### src/rtl/i2s_pkg.sv
// Shared definitions for the i2s_tx sample scheduler.
// Latency: n/a (types and constants only).
// Backpressure: n/a.
package i2s_pkg;

    // Default sample width; matches the i2s_tx serializer.
    localparam int I2S_AUDIO_DW = 32;

    // Scheduler states: IDLE/PRIME hold i2s_tx in reset, RUN/FLUSH let it shift.
    typedef enum logic [1:0] {
        IDLE  = 2'd0,
        PRIME = 2'd1,
        RUN   = 2'd2,
        FLUSH = 2'd3
    } sched_state_e;

endpackage

### src/rtl/i2s_sample_fifo.sv
// Synchronous FIFO holding packed {left,right} stereo samples.
// Latency: a pushed entry is visible at the head from the following cycle (no bypass).
// Backpressure: push ignored when full, pop ignored when empty; full/empty/level are registered.
module i2s_sample_fifo #(
    parameter int DW    = 64,
    parameter int DEPTH = 4
) (
    input  logic                     clk,
    input  logic                     rst,
    input  logic                     push,
    input  logic [DW-1:0]            push_dat,
    input  logic                     pop,
    output logic [DW-1:0]            pop_dat,
    output logic [$clog2(DEPTH):0]   level,
    output logic                     full,
    output logic                     empty
);

    localparam int AW = $clog2(DEPTH);
    localparam int LW = AW + 1;

    logic [DW-1:0] mem_q [DEPTH];
    logic [AW-1:0] wr_ptr_q, wr_ptr_d;
    logic [AW-1:0] rd_ptr_q, rd_ptr_d;
    logic [LW-1:0] level_q, level_d;
    logic          push_ok;
    logic          pop_ok;

    assign full    = (level_q == LW'(DEPTH));
    assign empty   = (level_q == '0);
    assign level   = level_q;
    assign pop_dat = mem_q[rd_ptr_q];
    assign push_ok = push && !full;
    assign pop_ok  = pop && !empty;

    // Pointer and occupancy update; simultaneous push and pop keep the level.
    always_comb begin
        wr_ptr_d = wr_ptr_q;
        rd_ptr_d = rd_ptr_q;
        level_d  = level_q;
        if (push_ok) begin
            wr_ptr_d = wr_ptr_q + AW'(1);
        end
        if (pop_ok) begin
            rd_ptr_d = rd_ptr_q + AW'(1);
        end
        case ({push_ok, pop_ok})
            2'b10:   level_d = level_q + LW'(1);
            2'b01:   level_d = level_q - LW'(1);
            default: level_d = level_q;
        endcase
    end

    // Control state; reset empties the FIFO without touching storage.
    always_ff @(posedge clk) begin
        if (rst) begin
            wr_ptr_q <= '0;
            rd_ptr_q <= '0;
            level_q  <= '0;
        end else begin
            wr_ptr_q <= wr_ptr_d;
            rd_ptr_q <= rd_ptr_d;
            level_q  <= level_d;
        end
    end

    // Sample storage write port.
    always_ff @(posedge clk) begin
        if (push_ok) begin
            mem_q[wr_ptr_q] <= push_dat;
        end
    end

endmodule

### src/rtl/i2s_tx_scheduler.sv
// Feeds i2s_tx: queues stereo samples, primes, then reloads left/right_chan on each capture edge.
// Latency: first capture prescaler cycles after tx_rst falls, then one sample every 2*prescaler cycles.
// Backpressure: s_ready drops while the FIFO is full; an empty FIFO at capture sends 0/0 and counts an underrun.
module i2s_tx_scheduler
    import i2s_pkg::*;
#(
    parameter int AUDIO_DW    = I2S_AUDIO_DW,
    parameter int FIFO_DEPTH  = 4,
    parameter int PRIME_LEVEL = 2,
    parameter int CNT_W       = 16
) (
    input  logic                          sclk,
    input  logic                          rst,
    input  logic                          en,
    input  logic [AUDIO_DW-1:0]           prescaler,
    input  logic                          s_valid,
    output logic                          s_ready,
    input  logic [AUDIO_DW-1:0]           s_left,
    input  logic [AUDIO_DW-1:0]           s_right,
    output logic [AUDIO_DW-1:0]           left_chan,
    output logic [AUDIO_DW-1:0]           right_chan,
    output logic                          tx_rst,
    output logic                          busy,
    output logic                          underrun,
    output logic [CNT_W-1:0]              underrun_cnt,
    output logic [$clog2(FIFO_DEPTH):0]   fifo_level
);

    localparam int LW = $clog2(FIFO_DEPTH) + 1;
    localparam logic [LW-1:0] PRIME_LVL = LW'(PRIME_LEVEL);

    sched_state_e              state_q, state_d;
    logic                      tx_rst_q, tx_rst_d;
    logic [AUDIO_DW-1:0]       left_q, left_d;
    logic [AUDIO_DW-1:0]       right_q, right_d;
    logic                      underrun_q, underrun_d;
    logic [CNT_W-1:0]          ucnt_q, ucnt_d;
    logic [AUDIO_DW-1:0]       cnt_q, cnt_d;
    logic                      lr_q, lr_d;

    logic                      fifo_push;
    logic                      fifo_pop;
    logic [2*AUDIO_DW-1:0]     head_dat;
    logic [LW-1:0]             level;
    logic                      fifo_full;
    logic                      fifo_empty;
    logic                      cap;

    assign s_ready   = !fifo_full;
    assign fifo_push = s_valid && s_ready;

    // Capture edge of i2s_tx: end of the right-channel slot of the mirrored frame.
    assign cap = !tx_rst_q && (cnt_q == prescaler) && lr_q;

    i2s_sample_fifo #(
        .DW    (2 * AUDIO_DW),
        .DEPTH (FIFO_DEPTH)
    ) u_fifo (
        .clk      (sclk),
        .rst      (rst),
        .push     (fifo_push),
        .push_dat ({s_left, s_right}),
        .pop      (fifo_pop),
        .pop_dat  (head_dat),
        .level    (level),
        .full     (fifo_full),
        .empty    (fifo_empty)
    );

    // Next-state logic: sequencing, channel reloads, underrun bookkeeping and frame mirror.
    always_comb begin
        state_d    = state_q;
        left_d     = left_q;
        right_d    = right_q;
        underrun_d = 1'b0;
        ucnt_d     = ucnt_q;
        fifo_pop   = 1'b0;

        case (state_q)
            IDLE: begin
                if (en) begin
                    state_d = PRIME;
                end
            end
            PRIME: begin
                if (!en) begin
                    state_d = IDLE;
                end else if (level >= PRIME_LVL) begin
                    fifo_pop          = 1'b1;
                    {left_d, right_d} = head_dat;
                    state_d           = RUN;
                end
            end
            RUN: begin
                if (cap) begin
                    if (!en) begin
                        // Stop: the in-flight sample finishes, silence follows.
                        left_d  = '0;
                        right_d = '0;
                        state_d = FLUSH;
                    end else if (fifo_empty) begin
                        left_d     = '0;
                        right_d    = '0;
                        underrun_d = 1'b1;
                        if (ucnt_q != {CNT_W{1'b1}}) begin
                            ucnt_d = ucnt_q + CNT_W'(1);
                        end
                    end else begin
                        fifo_pop          = 1'b1;
                        {left_d, right_d} = head_dat;
                    end
                end
            end
            FLUSH: begin
                if (cap) begin
                    state_d = IDLE;
                end
            end
            default: state_d = IDLE;
        endcase

        // i2s_tx is held in reset whenever the next state does not stream.
        tx_rst_d = (state_d == IDLE) || (state_d == PRIME);

        // Mirror of the i2s_tx slot counter.
        if (tx_rst_q) begin
            cnt_d = AUDIO_DW'(1);
            lr_d  = 1'b1;
        end else begin
            cnt_d = (cnt_q >= prescaler) ? AUDIO_DW'(1) : cnt_q + AUDIO_DW'(1);
            lr_d  = (cnt_q == prescaler) ? !lr_q : lr_q;
        end
    end

    // Scheduler state and registered outputs.
    always_ff @(posedge sclk) begin
        if (rst) begin
            state_q    <= IDLE;
            tx_rst_q   <= 1'b1;
            left_q     <= '0;
            right_q    <= '0;
            underrun_q <= 1'b0;
            ucnt_q     <= '0;
            cnt_q      <= AUDIO_DW'(1);
            lr_q       <= 1'b1;
        end else begin
            state_q    <= state_d;
            tx_rst_q   <= tx_rst_d;
            left_q     <= left_d;
            right_q    <= right_d;
            underrun_q <= underrun_d;
            ucnt_q     <= ucnt_d;
            cnt_q      <= cnt_d;
            lr_q       <= lr_d;
        end
    end

    assign left_chan    = left_q;
    assign right_chan   = right_q;
    assign tx_rst       = tx_rst_q;
    assign busy         = (state_q != IDLE);
    assign underrun     = underrun_q;
    assign underrun_cnt = ucnt_q;
    assign fifo_level   = level;

endmodule

### config.mk
export PLATFORM = sky130hd
export DESIGN_NAME = i2s_tx_scheduler
export DESIGN_NICKNAME = d
export VERILOG_FILES = /design/src/rtl/i2s_pkg.sv /design/src/rtl/i2s_sample_fifo.sv /design/src/rtl/i2s_tx_scheduler.sv
export SDC_FILE = /design/constraint.sdc
export NUM_CORES = 1
export LEC_CHECK = 0
export CORE_UTILIZATION = 40
export CTS_BUF_LIST = sky130_fd_sc_hd__clkbuf_8
export CTS_CLUSTER_SIZE = 30
export DETAILED_ROUTE_END_ITERATION = 16
export GPL_TIMING_DRIVEN = 0
export PLACE_DENSITY = 0.56
export SYNTH_ARGS = -nofsm -noshare
export SYNTH_HDL_FRONTEND = slang
export SYNTH_HIERARCHICAL = 1
export SYNTH_SLANG_ARGS = --single-unit
### constraint.sdc
create_clock -name sclk -period 4.9 [get_ports sclk]
set_clock_uncertainty 0.05 [all_clocks]
set_input_delay 0.49 -clock sclk [delete_from_list [all_inputs] [get_ports sclk]]
set_output_delay 0.49 -clock sclk [all_outputs]
set_load 0.02 [all_outputs]
==> results of run 1 <==
==> power by group through the flow <==
stage	combinational, uW	sequential [uW]	clock [uW]
after floorplan	179	3650	0
after detailed placement	403	3650	0
final	396	3580	2490
after global placement	383	3650	0
after global routing	434	3580	2700
after CTS	405	3580	2580
==> flip-flops by register name (all words and copies together) (netlist names), named ones only <==
| register | count |
|---|---|
| lr_q | 1 |
| cnt_q | 32 |
| u_fifo/level | 3 |
| tx_rst | 1 |
| right_chan | 32 |
| u_fifo/wr_ptr_q | 2 |
| underrun_cnt | 16 |
| u_fifo/mem_q | 256 |
| state_q | 2 |
| underrun | 1 |
| left_chan | 32 |
| u_fifo/rd_ptr_q | 2 |
==> final timing paths <==
| kind | start | endpoint | slack, ps | depth (start not counted) |
|---|---|---|---|---|
| hold reg to reg | right_chan[9] | right_chan[9] | 420 | 2 |
| hold / removal | right_chan[9] | right_chan[9] | 420 | 2 |
| setup reg to reg | cnt_q[19] | u_fifo/level[2] | 1470 | 14 |
| setup / recovery | prescaler[17] | u_fifo/level[2] | 1440 | 16 |
==> stage by stage <==
stage          worst slack [ps]  std cells  hold slack, ps   util
2_1_floorplan              1730       1097             409      -
3_3_place_gp              -90.6       1801             408  0.474
3_5_place_dp                805       1806             411  0.478
4_1_cts                    1450       1922             385  0.506
5_1_grt                    1230       1922             407  0.506
6_report                   1440       1923             421  0.507
==> cell type report <==
class	instances	area [um2]	share of cell area
Multi-Input combinational cell	603	5240	0.265
Sequential cell	382	10200	0.517
Buffer	54	349	0.0177
Clock inverter	49	203	0.0103
Inverter	58	218	0.0110
Tap cell	518	648	0.0328
Timing Repair Buffer	191	1970	0.0998
Antenna cell	1	2.50	0.000127
Clock buffer	67	922	0.0467
==> per-layer routing <==
layer,vias up,share of wire,GRT usage
met5,-,0.0012,0
met4,6,0.019,0.0530
met1,4692,0.46,0.237
li1,4603,-,-
met2,189,0.47,0.289
met3,60,0.049,0.0393
==> Yosys cell counts (8+ instances only) <==
cell type | instances | share of area
sky130_fd_sc_hd__nand3_1 | 16 | 0.0050
sky130_fd_sc_hd__nand2_1 | 87 | 0.020
sky130_fd_sc_hd__nor2_1 | 29 | 0.0068
sky130_fd_sc_hd__clkbuf_1 | 27 | 0.0063
sky130_fd_sc_hd__edfxtp_1 | 256 | 0.48
sky130_fd_sc_hd__nand4_1 | 16 | 0.0063
sky130_fd_sc_hd__buf_2 | 11 | 0.0034
sky130_fd_sc_hd__nand2b_1 | 68 | 0.027
sky130_fd_sc_hd__a21oi_1 | 31 | 0.0097
sky130_fd_sc_hd__mux4_2 | 60 | 0.084
sky130_fd_sc_hd__ha_1 | 44 | 0.034
sky130_fd_sc_hd__xnor2_1 | 24 | 0.013
sky130_fd_sc_hd__dfxtp_1 | 126 | 0.16
sky130_fd_sc_hd__nor3_1 | 42 | 0.013
sky130_fd_sc_hd__o21ai_0 | 8 | 0.0025
sky130_fd_sc_hd__o31ai_1 | 9 | 0.0042
sky130_fd_sc_hd__xor2_1 | 9 | 0.0049
sky130_fd_sc_hd__or4_1 | 9 | 0.0042
sky130_fd_sc_hd__nor2b_1 | 9 | 0.0035
sky130_fd_sc_hd__mux2i_1 | 65 | 0.041
sky130_fd_sc_hd__inv_1 | 58 | 0.014
sky130_fd_sc_hd__or3_1 | 8 | 0.0031
==> cell families after synthesis <==
| group | Yosys count |
|---|---|
| xor+xnor | 33 |
| mux | 135 |
| fa+ha+maj | 45 |
| buf+inv | 112 |
| simple gates | 322 |
| compound gates | 68 |
| flops | 382 |
==> worst max-delay path: stages <==
cell,delay (ps)
sky130_fd_sc_hd__clkdlybuf4s50_1,520
sky130_fd_sc_hd__inv_1,60
sky130_fd_sc_hd__ha_1,290
sky130_fd_sc_hd__and4_1,210
sky130_fd_sc_hd__and4bb_2,320
sky130_fd_sc_hd__nand4_1,240
sky130_fd_sc_hd__nor3_1,240
sky130_fd_sc_hd__o21a_1,190
sky130_fd_sc_hd__o31ai_1,120
sky130_fd_sc_hd__inv_1,70
sky130_fd_sc_hd__ha_1,160
sky130_fd_sc_hd__inv_1,60
sky130_fd_sc_hd__fa_1,370
sky130_fd_sc_hd__xor2_1,160
sky130_fd_sc_hd__or3_1,310
sky130_fd_sc_hd__a21oi_1,140
==> metrics.txt, run 1 <==
# TYPE chip_impl_metric gauge
chip_impl_info{name="result_of_the_run",value="finished, final reports clean"} 1
chip_impl_metric{name="core.rowCount",unit=""} 72
chip_impl_info{name="cp_class",value="input pin to flip-flop"} 1
chip_impl_metric{name="clock-sinks",unit=""} 382
chip_impl_metric{name="clockPowerShare",unit=""} 0.385
chip_impl_metric{name="via_count",unit=""} 9550
chip_impl_metric{name="synth_compound_gate_area_share",unit=""} 0.0261
chip_impl_info{name="type_of_element_launching_the_critical_path",value="input pin"} 1
chip_impl_metric{name="setup_total_negative_slack",unit="ps"} 0
chip_impl_metric{name="clk_pin_slew",unit="ps"} 60
chip_impl_metric{name="detail_route.wirelength",unit="mm"} 35.7
chip_impl_metric{name="ys_async_sr_fraction",unit=""} 0
chip_impl_metric{name="timing.fmax",unit="GHz"} 0.289
chip_impl_info{name="hold_path.class",value="flip-flop to flip-flop"} 1
chip_impl_metric{name="netlist-cell-type-count",unit=""} 58
chip_impl_metric{name="overflow",unit=""} 0
chip_impl_metric{name="grt_pass1_wl",unit="mm"} 55.9
chip_impl_metric{name="remaining_routing_drc_violations",unit=""} 0
chip_impl_metric{name="drt_iter0_drc",unit=""} 493
chip_impl_metric{name="layout.filler_cells",unit=""} 3412
chip_impl_metric{name="pwr-share-seq",unit=""} 0.554
chip_impl_metric{name="cts-buffers-inserted",unit=""} 61
chip_impl_metric{name="num-nets-final",unit=""} 1496
chip_impl_metric{name="antenna_found_initial",unit=""} 4
chip_impl_info{name="timing.critical_path.to_type",value="flip-flop"} 1
chip_impl_info{name="tritoncts",value="yes"} 1
chip_impl_metric{name="syn-mean-instance-area",unit="um2"} 14.6
chip_impl_metric{name="worst-endpoint-arrival",unit="ps"} 3950
chip_impl_metric{name="avgRoutedWirePerCell",unit="um"} 18.6
chip_impl_metric{name="grt.total_usage",unit=""} 0.177
chip_impl_metric{name="synth_seq_cells",unit=""} 382
chip_impl_metric{name="global_placer_s_final_weighted_congestion",unit=""} 0.795
chip_impl_metric{name="drt_first_pass_iters",unit=""} 5
chip_impl_metric{name="postCtsSetupBuffers",unit=""} 0
chip_impl_info{name="mostFrequentLayoutCells",value="sky130_fd_sc_hd__edfxtp_1 (256), sky130_fd_sc_hd__clkdlybuf4s50_1 (186), sky130_fd_sc_hd__dfxtp_1 (126)"} 1
chip_impl_metric{name="die_x",unit="um"} 202
chip_impl_metric{name="detailed_place.area",unit="um2"} 18600
chip_impl_metric{name="pin_count_of_the_biggest_net_entering_global_routing",unit=""} 39
chip_impl_metric{name="synth-seq-area-share",unit=""} 0.638
chip_impl_metric{name="postLayoutCellArea",unit="um2"} 19800
chip_impl_metric{name="power_leakage",unit="uW"} 0.00671
chip_impl_metric{name="critical_path_required",unit="ps"} 5400
chip_impl_metric{name="port_buffers",unit=""} 186
chip_impl_info{name="synth_top_family_by_area",value="multiplexers"} 1
chip_impl_metric{name="clock_insertion_delay_worst_skew",unit="ps"} 620
chip_impl_metric{name="area_growth_syn_to_layout",unit="%"} 23.5
chip_impl_metric{name="post-layout-total-power",unit="uW"} 6460
chip_impl_metric{name="clock_path_buffers",unit=""} 3
chip_impl_metric{name="synth-xor-area-share",unit=""} 0.0181
chip_impl_metric{name="power.switching",unit="uW"} 1460
chip_impl_metric{name="fp.dieH",unit="um"} 202
chip_impl_metric{name="finalMaxSlewViolations",unit=""} 0
chip_impl_metric{name="synthesis.area",unit="um2"} 16000
chip_impl_metric{name="synth_edf_count",unit=""} 256
chip_impl_metric{name="ys_warn_count",unit=""} 6
chip_impl_metric{name="final_min_period_over_clock_period",unit=""} 0.705
chip_impl_metric{name="via_per_inst",unit=""} 4.97
chip_impl_metric{name="post_cts_repair_resize_count",unit=""} 0
chip_impl_metric{name="power.ir.vdd_worst",unit="mV"} 0.228
chip_impl_info{name="clock-root-buffer",value="sky130_fd_sc_hd__clkbuf_8"} 1
chip_impl_metric{name="synth.net_count",unit=""} 1242
chip_impl_info{name="ys_dominant_reg_cell",value="sky130_fd_sc_hd__edfxtp_1"} 1
chip_impl_metric{name="initial_util",unit=""} 0.410
chip_impl_metric{name="yosys.area_share.adder",unit=""} 0.0357
chip_impl_metric{name="syn-instance-count",unit=""} 1097
chip_impl_info{name="most_common_cell_after_layout_fill_and_taps_aside",value="sky130_fd_sc_hd__edfxtp_1"} 1
chip_impl_metric{name="swShare",unit=""} 0.227
chip_impl_metric{name="grt_pass1_vias",unit=""} 9988
chip_impl_metric{name="timing.slew.headroom",unit=""} 0.453
chip_impl_metric{name="worst_slew_pin_slew",unit="ps"} 821
chip_impl_metric{name="hold_buffers",unit=""} 0
chip_impl_metric{name="combinational_share_of_power",unit=""} 0.061
chip_impl_metric{name="fp.coreArea",unit="um2"} 39000
chip_impl_metric{name="setup-violations-final",unit=""} 0
chip_impl_metric{name="hpwl",unit="mm"} 23.6
chip_impl_metric{name="timing.max_cap.violations",unit=""} 0
chip_impl_metric{name="level_count_of_the_clock_h_tree",unit=""} 2
chip_impl_metric{name="mux_cell_area_share_after_synthesis",unit=""} 0.136
chip_impl_metric{name="critical_path_peak_fanout",unit=""} 5
chip_impl_metric{name="drt.antenna.violating_nets",unit=""} 0
chip_impl_info{name="rsz0062_at_grt",value="false"} 1
chip_impl_metric{name="timing_hold_violations_final",unit=""} 0
chip_impl_metric{name="internal_power",unit="uW"} 4990
chip_impl_metric{name="layout-drive-gt1-share",unit=""} 0.134
chip_impl_metric{name="yosys.area_share.simple",unit=""} 0.111
chip_impl_metric{name="floorplan.die_area",unit="um2"} 40800
chip_impl_metric{name="finalCriticalPeriod",unit="ps"} 3460
chip_impl_metric{name="power_per_cell_area",unit="nW/um2"} 327
chip_impl_metric{name="pin_count",unit=""} 187
Power figures use the tool's default switching activity.
==> inputs of run 2 (changes only) <==
- clock period: 4.9 -> 3.5 ns (I/O delays scaled with it)
==> run 2 against run 1 <==
Total power grew 40%. Largest cell class unchanged. Register-to-register slack lost 1300 ps. Worst setup slack lost 1300 ps. Critical path depth shrank 2. Die area is the same. Largest power group unchanged. Combinational power grew 40%. Flip-flop and latch count is the same. Clock power grew 40%. Via count is essentially flat. Sequential share of layout area shrank 0.12 points.
==> metrics.txt, run 2 (synthesized netlist as in run 1, its figures left out) <==
# TYPE chip_impl_metric gauge
chip_impl_metric{name="dp_slack",unit="ps"} -455
chip_impl_metric{name="global_placer_s_final_weighted_congestion",unit=""} 0.795
chip_impl_metric{name="fp.coreArea",unit="um2"} 39000
chip_impl_metric{name="number_of_flip_flops_in_the_largest_register",unit=""} 256
chip_impl_metric{name="buf_inv_stages_crit_path",unit=""} 2
chip_impl_metric{name="pin_count_of_the_biggest_net_entering_global_routing",unit=""} 39
chip_impl_info{name="cp_class",value="flip-flop to flip-flop"} 1
chip_impl_metric{name="clock_insertion_delay_worst_skew",unit="ps"} 620
chip_impl_metric{name="worst_slew_pin_slew",unit="ps"} 839
chip_impl_metric{name="power.ir.vdd_worst",unit="mV"} 0.319
chip_impl_metric{name="layout.filler_cells",unit=""} 3402
chip_impl_metric{name="drt.antenna.violating_nets",unit=""} 0
chip_impl_metric{name="power_leakage",unit="uW"} 0.00672
chip_impl_metric{name="finalMaxSlewViolations",unit=""} 0
chip_impl_metric{name="clk_pin_slew",unit="ps"} 60
chip_impl_info{name="cpLargestDelayFamily",value="simple AND/OR/NAND/NOR gates"} 1
chip_impl_info{name="reg2reg_from",value="cnt_q[27]"} 1
chip_impl_metric{name="floorplan.die_area",unit="um2"} 40800
chip_impl_info{name="most_common_cell_after_layout_fill_and_taps_aside",value="sky130_fd_sc_hd__edfxtp_1"} 1
chip_impl_info{name="clock-root-buffer",value="sky130_fd_sc_hd__clkbuf_8"} 1
chip_impl_metric{name="num-nets-final",unit=""} 1499
chip_impl_metric{name="power_per_cell_area",unit="nW/um2"} 457
chip_impl_metric{name="grt_pass1_vias",unit=""} 9988
chip_impl_metric{name="level_count_of_the_clock_h_tree",unit=""} 2
chip_impl_metric{name="drt_first_pass_iters",unit=""} 5
chip_impl_metric{name="critical_path_peak_fanout",unit=""} 4
chip_impl_metric{name="fp.dieH",unit="um"} 202
chip_impl_metric{name="layout-drive-gt1-share",unit=""} 0.138
chip_impl_metric{name="cts-buffers-inserted",unit=""} 61
chip_impl_metric{name="worst_slack",unit="ps"} 176
chip_impl_metric{name="remaining_routing_drc_violations",unit=""} 0
chip_impl_metric{name="setup-violations-final",unit=""} 0
chip_impl_info{name="result_of_the_run",value="finished, final reports clean"} 1
chip_impl_info{name="hold_path.class",value="input pin to flip-flop"} 1
chip_impl_info{name="type_of_element_launching_the_critical_path",value="flip-flop"} 1
chip_impl_metric{name="initial_util",unit=""} 0.410
chip_impl_metric{name="finalCriticalPeriod",unit="ps"} 3320
chip_impl_metric{name="pin_count",unit=""} 187
chip_impl_metric{name="timing.max_cap.violations",unit=""} 0
chip_impl_metric{name="critical_path_required",unit="ps"} 4000
chip_impl_metric{name="postLayoutCellArea",unit="um2"} 19800
chip_impl_metric{name="hpwl",unit="mm"} 23.6
chip_impl_metric{name="area_growth_syn_to_layout",unit="%"} 23.8
chip_impl_info{name="min-delay-start",value="s_left[28]"} 1
chip_impl_info{name="tritoncts",value="yes"} 1
chip_impl_metric{name="core.rowCount",unit=""} 72
chip_impl_metric{name="grt_pass1_wl",unit="mm"} 55.9
chip_impl_info{name="timing.critical_path.to_type",value="flip-flop"} 1
chip_impl_metric{name="port_buffers",unit=""} 186
chip_impl_info{name="crit_chain",value="ha_4 > nand4_1 > and4bb_4 > nand4_1 > nor3_1 > o21a_1 > o31ai_1 > inv_1 > ha_1 > inv_1 > fa_1 > xor2_1 > or3_1 > a21oi_1"} 1
chip_impl_metric{name="fin_hold_ws",unit="ps"} 307
chip_impl_metric{name="via_per_inst",unit=""} 4.96
chip_impl_metric{name="overflow",unit=""} 0
chip_impl_metric{name="hold_buffers",unit=""} 0
chip_impl_metric{name="diodes",unit=""} 0
chip_impl_metric{name="max_stage_delay",unit="ps"} 420
chip_impl_metric{name="drt_iter0_drc",unit=""} 443
chip_impl_metric{name="antenna_found_initial",unit=""} 4
chip_impl_metric{name="worst-endpoint-arrival",unit="ps"} 3820
chip_impl_metric{name="final_min_period_over_clock_period",unit=""} 0.950
chip_impl_metric{name="clock-sinks",unit=""} 382
chip_impl_metric{name="timing_hold_violations_final",unit=""} 0
chip_impl_metric{name="avgRoutedWirePerCell",unit="um"} 18.6
chip_impl_info{name="critical_path.startpoint",value="cnt_q[27]"} 1
chip_impl_metric{name="timing.slew.headroom",unit=""} 0.441
chip_impl_info{name="mostFrequentLayoutCells",value="sky130_fd_sc_hd__edfxtp_1 (256), sky130_fd_sc_hd__clkdlybuf4s50_1 (186), sky130_fd_sc_hd__dfxtp_1 (125)"} 1
chip_impl_metric{name="die_x",unit="um"} 202
chip_impl_metric{name="grt.total_usage",unit=""} 0.177
chip_impl_metric{name="via_count",unit=""} 9554
chip_impl_metric{name="detailed_place.area",unit="um2"} 18600
chip_impl_info{name="largest_register",value="u_fifo/mem_q"} 1
chip_impl_metric{name="clock_path_buffers",unit=""} 3
chip_impl_metric{name="detail_route.wirelength",unit="mm"} 35.7
chip_impl_metric{name="setup_total_negative_slack",unit="ps"} 0
chip_impl_metric{name="post-layout-total-power",unit="uW"} 9040
chip_impl_metric{name="timing.fmax",unit="GHz"} 0.301
chip_impl_info{name="crit_slowest_cell",value="sky130_fd_sc_hd__and4bb_4"} 1
[run 2: cell count changes in the layout (fill, tap and decap cells not counted), sizes merged]
cell	previous run	this run
diode	1	0
buf	31	34
[run 2: area by class of cell]
class / count / area [um2] / share of cell area
inverter: 58 / 218 / 0.0110
timing repair buffer: 194 / 1990 / 0.101
tap: 518 / 648 / 0.0327
buffer: 54 / 349 / 0.0176
clock inverter: 49 / 203 / 0.0102
sequential: 382 / 10200 / 0.515
multi-input combinational: 603 / 5260 / 0.266
clock buffer: 67 / 922 / 0.0466
[run 2: layer usage]
| layer | track usage | share of wire |
|---|---|---|
| met5 | 0 | 0.0012 |
| met2 | 0.289 | 0.47 |
| met4 | 0.0530 | 0.019 |
| met1 | 0.237 | 0.46 |
| met3 | 0.0393 | 0.048 |
[run 2: path summary, 6_finish.rpt]
kind / endpoint / slack [ps] / depth (start not counted)
setup / recovery: u_fifo/level[2] / 180 / 14
hold / removal: u_fifo/mem_q[2][60] / 310 / 1
setup reg to reg: u_fifo/level[2] / 180 / 14
hold reg to reg: right_chan[9] / 420 / 2
[run 2: power by group]
group / switching (uW) / internal (uW) / leakage [uW]
sequential: 39.3 / 4970 / 0.00337
clock: 1720 / 1760 / 0.000709
combinational: 287 / 269 / 0.00264
total: 2050 / 6990 / 0.00672
[run 2: stage by stage]
step / instances / util
floorplan: 1097 / -
global placement: 1801 / 0.474
detailed placement: 1806 / 0.478
CTS: 1922 / 0.506
global route: 1925 / 0.508
finish: 1925 / 0.508
[run 2: timing repair]
| item | CTS | global route |
|---|---|---|
| buffers inserted | 0 | 3 |
| gates resized for setup | 0 | 4 |
| setup endpoints to repair | 0 | 1 |
| hold endpoints to repair | 0 | 0 |
